`config.mk`:
```
export PLATFORM = sky130hd
export DESIGN_NAME = regfile_rd2w1
export DESIGN_NICKNAME = d
export VERILOG_FILES = /design/src/rtl/regfile_rd2w1.sv
export SDC_FILE = /design/constraint.sdc
export NUM_CORES = 1
export LEC_CHECK = 0
export ABC_AREA = 1
export CAP_MARGIN = 40
export CORE_MARGIN = 4
export CORE_UTILIZATION = 25
export CTS_CLUSTER_SIZE = 8
export DETAILED_ROUTE_END_ITERATION = 7
export GPL_ROUTABILITY_DRIVEN = 0
export PLACE_DENSITY_LB_ADDON = 0.15
export SYNTH_ARGS = -nofsm -noshare
export SYNTH_HDL_FRONTEND = slang
export SYNTH_SLANG_ARGS = --single-unit
export TNS_END_PERCENT = 50
```
`constraint.sdc`:
```
create_clock -name iCLK -period 1.38 [get_ports iCLK]
set_input_delay 0.276 -clock iCLK [delete_from_list [all_inputs] [get_ports iCLK]]
set_output_delay 0.276 -clock iCLK [all_outputs]
set_load 0.05 [all_outputs]
```
`src/rtl/regfile_rd2w1.sv`:
```
// regfile_rd2w1 -- parametrised register file: one write port, two registered
// read ports, a sequenced clear-all and out-of-range read flagging.
// Feeds ALU operands from decoded register indices; read data arrives one
// cycle after the request.
//
// Ports:
//   iCLK        clock, rising edge
//   inRESET     asynchronous reset, active-low
//   iWR_EN      write strobe (IDLE only)
//   iWR_ADDR    write index; indices >= DEPTH are dropped silently
//   iWR_DATA    write data
//   iRD_REQ     read request; samples both read indices (IDLE only)
//   iRD_ADDR_A  read index, port A
//   iRD_ADDR_B  read index, port B
//   iCLEAR      start clear-all (zeroes one entry per cycle)
//   oRD_DATA_A  registered read data, port A (holds between requests)
//   oRD_DATA_B  registered read data, port B (holds between requests)
//   oRD_VALID   one-cycle pulse per serviced request
//   oRD_ERR     with oRD_VALID: a read index was >= DEPTH
//   oBUSY       high while the clear sequence runs
module regfile_rd2w1 #(
  parameter int unsigned DATA_W = 8,
  parameter int unsigned DEPTH  = 4,
  localparam int unsigned ADDR_W = (DEPTH > 1) ? $clog2(DEPTH) : 1
) (
  input  logic              iCLK,
  input  logic              inRESET,
  input  logic              iWR_EN,
  input  logic [ADDR_W-1:0] iWR_ADDR,
  input  logic [DATA_W-1:0] iWR_DATA,
  input  logic              iRD_REQ,
  input  logic [ADDR_W-1:0] iRD_ADDR_A,
  input  logic [ADDR_W-1:0] iRD_ADDR_B,
  input  logic              iCLEAR,
  output logic [DATA_W-1:0] oRD_DATA_A,
  output logic [DATA_W-1:0] oRD_DATA_B,
  output logic              oRD_VALID,
  output logic              oRD_ERR,
  output logic              oBUSY
);

  localparam logic [0:0] IDLE  = 1'b0;
  localparam logic [0:0] CLEAR = 1'b1;

  localparam logic [ADDR_W-1:0] LAST_IDX = ADDR_W'(DEPTH - 1);

  logic [DATA_W-1:0] regMem [DEPTH];

  logic [0:0]        state;
  logic [0:0]        nextState;
  logic [ADDR_W-1:0] clrCnt;
  logic [ADDR_W-1:0] nextClrCnt;

  logic              wrGo;
  logic              rdGo;
  logic              wrInRange;
  logic              rdInRangeA;
  logic              rdInRangeB;
  logic [DATA_W-1:0] selA;
  logic [DATA_W-1:0] selB;

  logic [DATA_W-1:0] nextDataA;
  logic [DATA_W-1:0] nextDataB;
  logic              nextValid;
  logic              nextErr;
  logic              nextBusy;

  // Index range checks; zero-extension keeps non-power-of-two depths exact.
  always_comb begin
    wrInRange  = (32'(iWR_ADDR)   < DEPTH);
    rdInRangeA = (32'(iRD_ADDR_A) < DEPTH);
    rdInRangeB = (32'(iRD_ADDR_B) < DEPTH);
  end

  // Entry select per read port, compare-based so no array index exceeds DEPTH.
  always_comb begin
    selA = '0;
    selB = '0;
    for (int i = 0; i < int'(DEPTH); i++) begin
      if (iRD_ADDR_A == ADDR_W'(i)) selA = regMem[i];
      if (iRD_ADDR_B == ADDR_W'(i)) selB = regMem[i];
    end
  end

  // Next-state and next-output logic.
  always_comb begin
    nextState  = state;
    nextClrCnt = '0;
    wrGo       = 1'b0;
    rdGo       = 1'b0;
    nextDataA  = oRD_DATA_A;
    nextDataB  = oRD_DATA_B;
    nextValid  = 1'b0;
    nextErr    = 1'b0;

    case (state)
      IDLE: begin
        // Clear takes priority over a same-edge write; a same-edge read is
        // still serviced from the pre-clear contents.
        wrGo = iWR_EN && wrInRange && !iCLEAR;
        rdGo = iRD_REQ;
        if (iCLEAR) nextState = CLEAR;
      end
      CLEAR: begin
        if (clrCnt == LAST_IDX) begin
          nextState = IDLE;
        end else begin
          nextClrCnt = clrCnt + ADDR_W'(1);
        end
      end
      default: nextState = IDLE;
    endcase

    if (rdGo) begin
      nextValid = 1'b1;
      nextErr   = !rdInRangeA || !rdInRangeB;
      // Write-first bypass, resolved independently for each port.
      if (!rdInRangeA)                          nextDataA = '0;
      else if (wrGo && iWR_ADDR == iRD_ADDR_A)  nextDataA = iWR_DATA;
      else                                      nextDataA = selA;
      if (!rdInRangeB)                          nextDataB = '0;
      else if (wrGo && iWR_ADDR == iRD_ADDR_B)  nextDataB = iWR_DATA;
      else                                      nextDataB = selB;
    end

    nextBusy = (nextState == CLEAR);
  end

  // State, counter and output registers.
  always_ff @(posedge iCLK or negedge inRESET) begin
    if (!inRESET) begin
      state      <= IDLE;
      clrCnt     <= '0;
      oRD_DATA_A <= '0;
      oRD_DATA_B <= '0;
      oRD_VALID  <= 1'b0;
      oRD_ERR    <= 1'b0;
      oBUSY      <= 1'b0;
    end else begin
      state      <= nextState;
      clrCnt     <= nextClrCnt;
      oRD_DATA_A <= nextDataA;
      oRD_DATA_B <= nextDataB;
      oRD_VALID  <= nextValid;
      oRD_ERR    <= nextErr;
      oBUSY      <= nextBusy;
    end
  end

  // Storage: clear sweep zeroes entry clrCnt; otherwise accept the write.
  always_ff @(posedge iCLK or negedge inRESET) begin
    if (!inRESET) begin
      for (int i = 0; i < int'(DEPTH); i++) regMem[i] <= '0;
    end else begin
      for (int i = 0; i < int'(DEPTH); i++) begin
        if (state == CLEAR && clrCnt == ADDR_W'(i)) begin
          regMem[i] <= '0;
        end else if (wrGo && iWR_ADDR == ADDR_W'(i)) begin
          regMem[i] <= iWR_DATA;
        end
      end
    end
  end

endmodule
```
== Word level (Yosys, flattened, before mapping) ==
Cells that the tools add are included.
Word-level totals
  output and inout bits: 19
  flip-flop bits (word level): 52
  ROM bits: 0
  input port bits: 19
  logic and storage cells: 71
  latch bits: 0
  memories kept: 0
  memory bits (writable): 0
Cells by class
  add/sub/neg operators: 1
  multiplexer cells: 26
  order comparisons: 0
  equal/unequal tests: 14
  shift operators: 0
  div/mod/pow operators: 0
  reductions and logical operators: 20
  bitwise gates (word level): 1
  $mul: 0
Operators by type and width (count)
  8-bit 2-to-1 mux: 18
  2-bit == test, second input constant: 8
  1-bit logical AND: 11
  2-bit by 1-bit == test with 1-bit output, second input constant: 4
  2-bit zero test: 4
  2-bit nonzero test: 4
  1-bit 2-to-1 mux: 5
  2-bit == test: 2
  2-bit 2-to-1 mux: 2
  2-bit by 1-bit adder with 2-bit output, second input constant: 1
  1-bit one-hot mux with 2 select lines: 1
  1-bit zero test: 1
  1-bit NOT: 1

== Depth between registers and ports, before layout ==
Gate-level depths: netlist (run 1).
  word-level depth: 6
  depth in mapped cells: 8
  gate-level depth less buffers: 8

== Worst setup path before layout (run 1) ==
OpenSTA, ideal clock, no wires.
  kind: register to register
  start: register state
  end: register regMem[6] (netlist name)
  setup time: 0.126 ns
  required time: 1.254 ns
  slack: -0.217 ns
  path buffers: 1
  stages on the path, launching flop included: 8
  clock period less this slack: 1.597 ns
  arrival time: 1.470 ns
  cell sequence: dfrtp_1 > buf_6 > nor2_4 > nand2_4 > inv_6 > nand3_2 > nand2_2 > o22ai_1
Between the ends
  word-level cells in the longest chain between the ends: 3
  elaborated cells between the ends (all ways): 5
  those cells by class: mux (2); reduce/logical (3)
Ends and longest elaborated chain
  start: declaration: line 49  | logic [0:0] state;
  start signal: assignment: line 140  | state <= nextState;
  1-bit 2-to-1 mux: line 96  | case (state)
  1-bit logical AND: line 158  | end else if (wrGo && iWR_ADDR == ADDR_W'(i)) begin
  2-bit nonzero test (no line)
  end signal: indexed assignment: line 159  | regMem[i] <= iWR_DATA;
  end: declaration: line 47  | logic [DATA_W-1:0] regMem [DEPTH];
Parallel ways exist; a longest one is shown, timed or not.
A chain may end at the register's enable or synchronous reset.

== Worst setup path after layout (run 1) ==
  start: register state
  end: register oRD_DATA_B[2]
Between the ends
  word-level cells in the longest chain between the ends: 3
  elaborated cells between the ends (all ways): 4
  those cells by class: mux (3); reduce/logical (1)
Ends and longest elaborated chain
  1-bit 2-to-1 mux: line 96
  1-bit logical AND: line 122  | else if (wrGo && iWR_ADDR == iRD_ADDR_B) nextDataB = iWR_DATA;
  8-bit 2-to-1 mux: line 122
  end signal: assignment: line 143  | oRD_DATA_B <= nextDataB;
  end: declaration: line 36  | output logic [DATA_W-1:0] oRD_DATA_B,
Parallel ways exist; a longest one is shown, timed or not.

==> results of run 1 <==
[final cells by class]
class | count | area (µm²) | area share
Multi-Input combinational cell | 272 | 1635 | 0.3869
Timing Repair Buffer | 70 | 839.6 | 0.1986
Tap cell | 143 | 178.9 | 0.04233
Clock inverter | 2 | 16.27 | 0.003848
Sequential cell | 52 | 1303 | 0.3082
Clock buffer | 6 | 128.9 | 0.03049
Inverter | 30 | 125.1 | 0.02960
[registers in the layout, summed over array words and instances (netlist names)]
register    cells
state           1
clrCnt          2
regMem         32
oRD_DATA_A      8
oRD_VALID       1
oRD_DATA_B      8
[repair_timing]
item                                   CTS  global route
hold buffers                             1             0
pin swaps                                8            20
gates resized for setup                 21            35
endpoints found under the hold margin   23             0
setup endpoints to repair               24            47
gates cloned                             2             2
[path summary, 6_finish.rpt]
check	end	slack [ns]	cells after the start
min	state	0.44	4
max	oRD_DATA_B[2]	0.03	8
min in group asynchronous	regMem[12]	0.51	3
max reg2reg	oRD_DATA_B[2]	0.03	8
min reg2reg	clrCnt[0]	0.50	1
max in group asynchronous	state	0.60	3
[placed cells by master, fill, tap and decap left out, types with 5 or more instances in the layout]
cell type,instances
clkdlybuf4s50_1,10
dfrtp_1,51
nand2_2,17
inv_1,24
clkbuf_16,5
o21ai_1,9
buf_12,20
nand2_4,6
nand3_1,77
o21ai_0,29
nand3_2,13
buf_6,6
nand2_1,84
o22ai_1,8
dlygate4sd2_1,5
nand3_4,6
buf_4,25
[metal layers]
layer / vias to the layer above / routed length [µm] / GRT usage
li1: 1354 / - / -
met1: 1332 / 4431 / 0.2107
met2: 92 / 4628 / 0.2427
met3: 12 / 569 / 0.02245
met4: 0 / 211 / 0.03867
met5: - / 0 / 0
[critical path, cell delays in order, from the launching register on]
cell     delay [ns]
dfrtp_2        0.42
nor2_4         0.11
nand2_4        0.09
buf_6          0.15
nor2_8         0.16
nand2_8        0.11
nand2_2        0.10
nand3_1        0.07
nand2_1        0.07
[cell families after synthesis]
kind of cell | Yosys count | synth area share
AO/OA/AOI/OAI | 47 | 0.08466
XOR/XNOR | 2 | 0.01123
adder cells (fa/ha/maj) | 4 | 0.01728
buffers and inverters | 42 | 0.07127
flip-flops | 52 | 0.4492
other | 1 | 0.001295
AND/OR/NAND/NOR | 214 | 0.3650
[metrics by stage]
| stage | total power [W] | utilization | cells | cell area, µm² | hold slack, ns |
|---|---|---|---|---|---|
| 3_3_place_gp | 0.005279 | 0.3371 | 562 | 3832 | 0.3052 |
| 5_1_grt | 0.007019 | 0.3717 | 575 | 4227 | 0.4470 |
| 2_1_floorplan | 0.003771 | - | 362 | 2929 | -0.01959 |
| 6_report | 0.006636 | 0.3717 | 575 | 4227 | 0.4370 |
| 4_1_cts | 0.006608 | 0.3578 | 573 | 4068 | 0.5045 |
| 3_5_place_dp | 0.005286 | 0.3371 | 562 | 3832 | 0.2981 |
[power by group through the flow]
| stage | Clock (W) | Combinational, W | Sequential (W) |
|---|---|---|---|
| after CTS | 0.00129 | 0.00304 | 0.00229 |
| after global placement | 0 | 0.00297 | 0.00231 |
| after floorplan | 0 | 0.000924 | 0.00285 |
| after global routing | 0.00136 | 0.00333 | 0.00233 |
| after detailed placement | 0 | 0.00298 | 0.00231 |
| final | 0.00126 | 0.00309 | 0.00228 |
==> flow_metrics.env, run 1 <==
export IMPL_power_share_combinational=0.466
export IMPL_period_share=0.9784
export IMPL_slew_violations=0
export IMPL_yosys_most_used_dff="dfrtp_1"
export IMPL_fmax_ghz=0.7406
export IMPL_synth_async_sr_flop_share=1.000
export IMPL_clk_latency_ns=0.29
export IMPL_pwr_share_seq=0.344
export IMPL_ant_nets=0
export IMPL_track_usage=0.1498
export IMPL_yosys_area_top_type="dfrtp_1"
export IMPL_ys_top_cells_by_count="nand2_1, nand3_1, dfrtp_1, o21ai_0, inv_1"
export IMPL_synth_edf_count=0
export IMPL_syn_num_nets=385
export IMPL_switchingPower_w=0.002754
export IMPL_drtPass1Iterations=5
export IMPL_tns_ns=0
export IMPL_routedWlPerCell_um=17.11
export IMPL_setup_viol=0
export IMPL_yosysWarnings=0
export IMPL_timing_rr_start="state"
export IMPL_critPathMaxFanout=8
export IMPL_worst_hold_path_type="primary input to flop"
export IMPL_synth_distinct_cells=26
export IMPL_leakagePower_nw=1.966
export IMPL_rsz0062_at_grt="yes"
export IMPL_synth_area_um2=2897
export IMPL_hp_start="iCLEAR"
export IMPL_remaining_drc_errors=0
export IMPL_n_fill_cell=1180
export IMPL_grt_max_degree=53
export IMPL_peakVddDrop_mv=0.7513
export IMPL_avgSynthCellArea_um2=8.001
export IMPL_path_clk_slew_ns=0.07
export IMPL_wirelength_mm=9.840
export IMPL_hold_viol_final=0
export IMPL_endpoint_kind="flop"
export IMPL_die_area_um2=13370
export IMPL_drt_initial_drc_count=160
export IMPL_grt_pass1_wl_mm=15.33
export IMPL_layout_drive_gt1_share=0.2778
export IMPL_post_route_min_period_ns=1.350
export IMPL_tritoncts="yes"
export IMPL_initial_core_util=0.2548
export IMPL_io_pins=38
export IMPL_postCtsSetupBuffers=0
export IMPL_vias_per_cell=4.852
export IMPL_crit_path_start="state"
export IMPL_p_int_w=0.003883
export IMPL_switching_share=0.4149
export IMPL_core_area_um2=11370
export IMPL_path_class="flop to flop"
export IMPL_power_share_clock=0.190
export IMPL_timing_final_ws_setup_ns=0.02983
export IMPL_nets=454
export IMPL_power_density_nw_per_um2=1570
export IMPL_diodes=0
export IMPL_synth_most_common_cell="nand2_1"
export IMPL_synth_seq_cells=52
export IMPL_ctsRootBufferMaster="clkbuf_16"
export IMPL_cts_buffer_depth=2
export IMPL_required_ns=1.60
export IMPL_syn_to_final_growth_pct=45.92
export IMPL_hpwl_mm=6.921
export IMPL_grt_antenna_before_repair=0
export IMPL_status="finished, final reports clean"
export IMPL_grt_pass1_vias=2695
export IMPL_skew_ns=0.009793
export IMPL_h_tree_depth=2
export IMPL_startpoint_type="flop"
export IMPL_die_w_um=115.6
export IMPL_synth_top_cell_area_share=0.4492
export IMPL_synthTopCellsByArea="dfrtp_1, nand3_1, nand2_1"
export IMPL_critPathArrivalTime_ns=1.57
export IMPL_routed_via_count=2790
export IMPL_clock_sinks=52
export IMPL_cts_buffers_inserted=5
export IMPL_globalRoute_totalOverflow=0
export IMPL_cap_violations=0
export IMPL_rows=39
export IMPL_pre_cts_ws_ns=-0.5396
export IMPL_synth_seq_area_share=0.4492
export IMPL_netlist_instances=362
export IMPL_portBuffers=36
export IMPL_die_h_um=115.6
(Power assumes the default switching activity.)
==> run 2, diff against run 1 <==
--- a/config.mk
+++ b/config.mk
@@ -11,7 +11,6 @@
 export CORE_UTILIZATION = 25
 export CTS_CLUSTER_SIZE = 8
 export DETAILED_ROUTE_END_ITERATION = 7
-export GPL_ROUTABILITY_DRIVEN = 0
 export PLACE_DENSITY_LB_ADDON = 0.15
 export SYNTH_ARGS = -nofsm -noshare
 export SYNTH_HDL_FRONTEND = slang
==> results of run 2 <==
Final layout, timing and power as in run 1 (identical DEF).
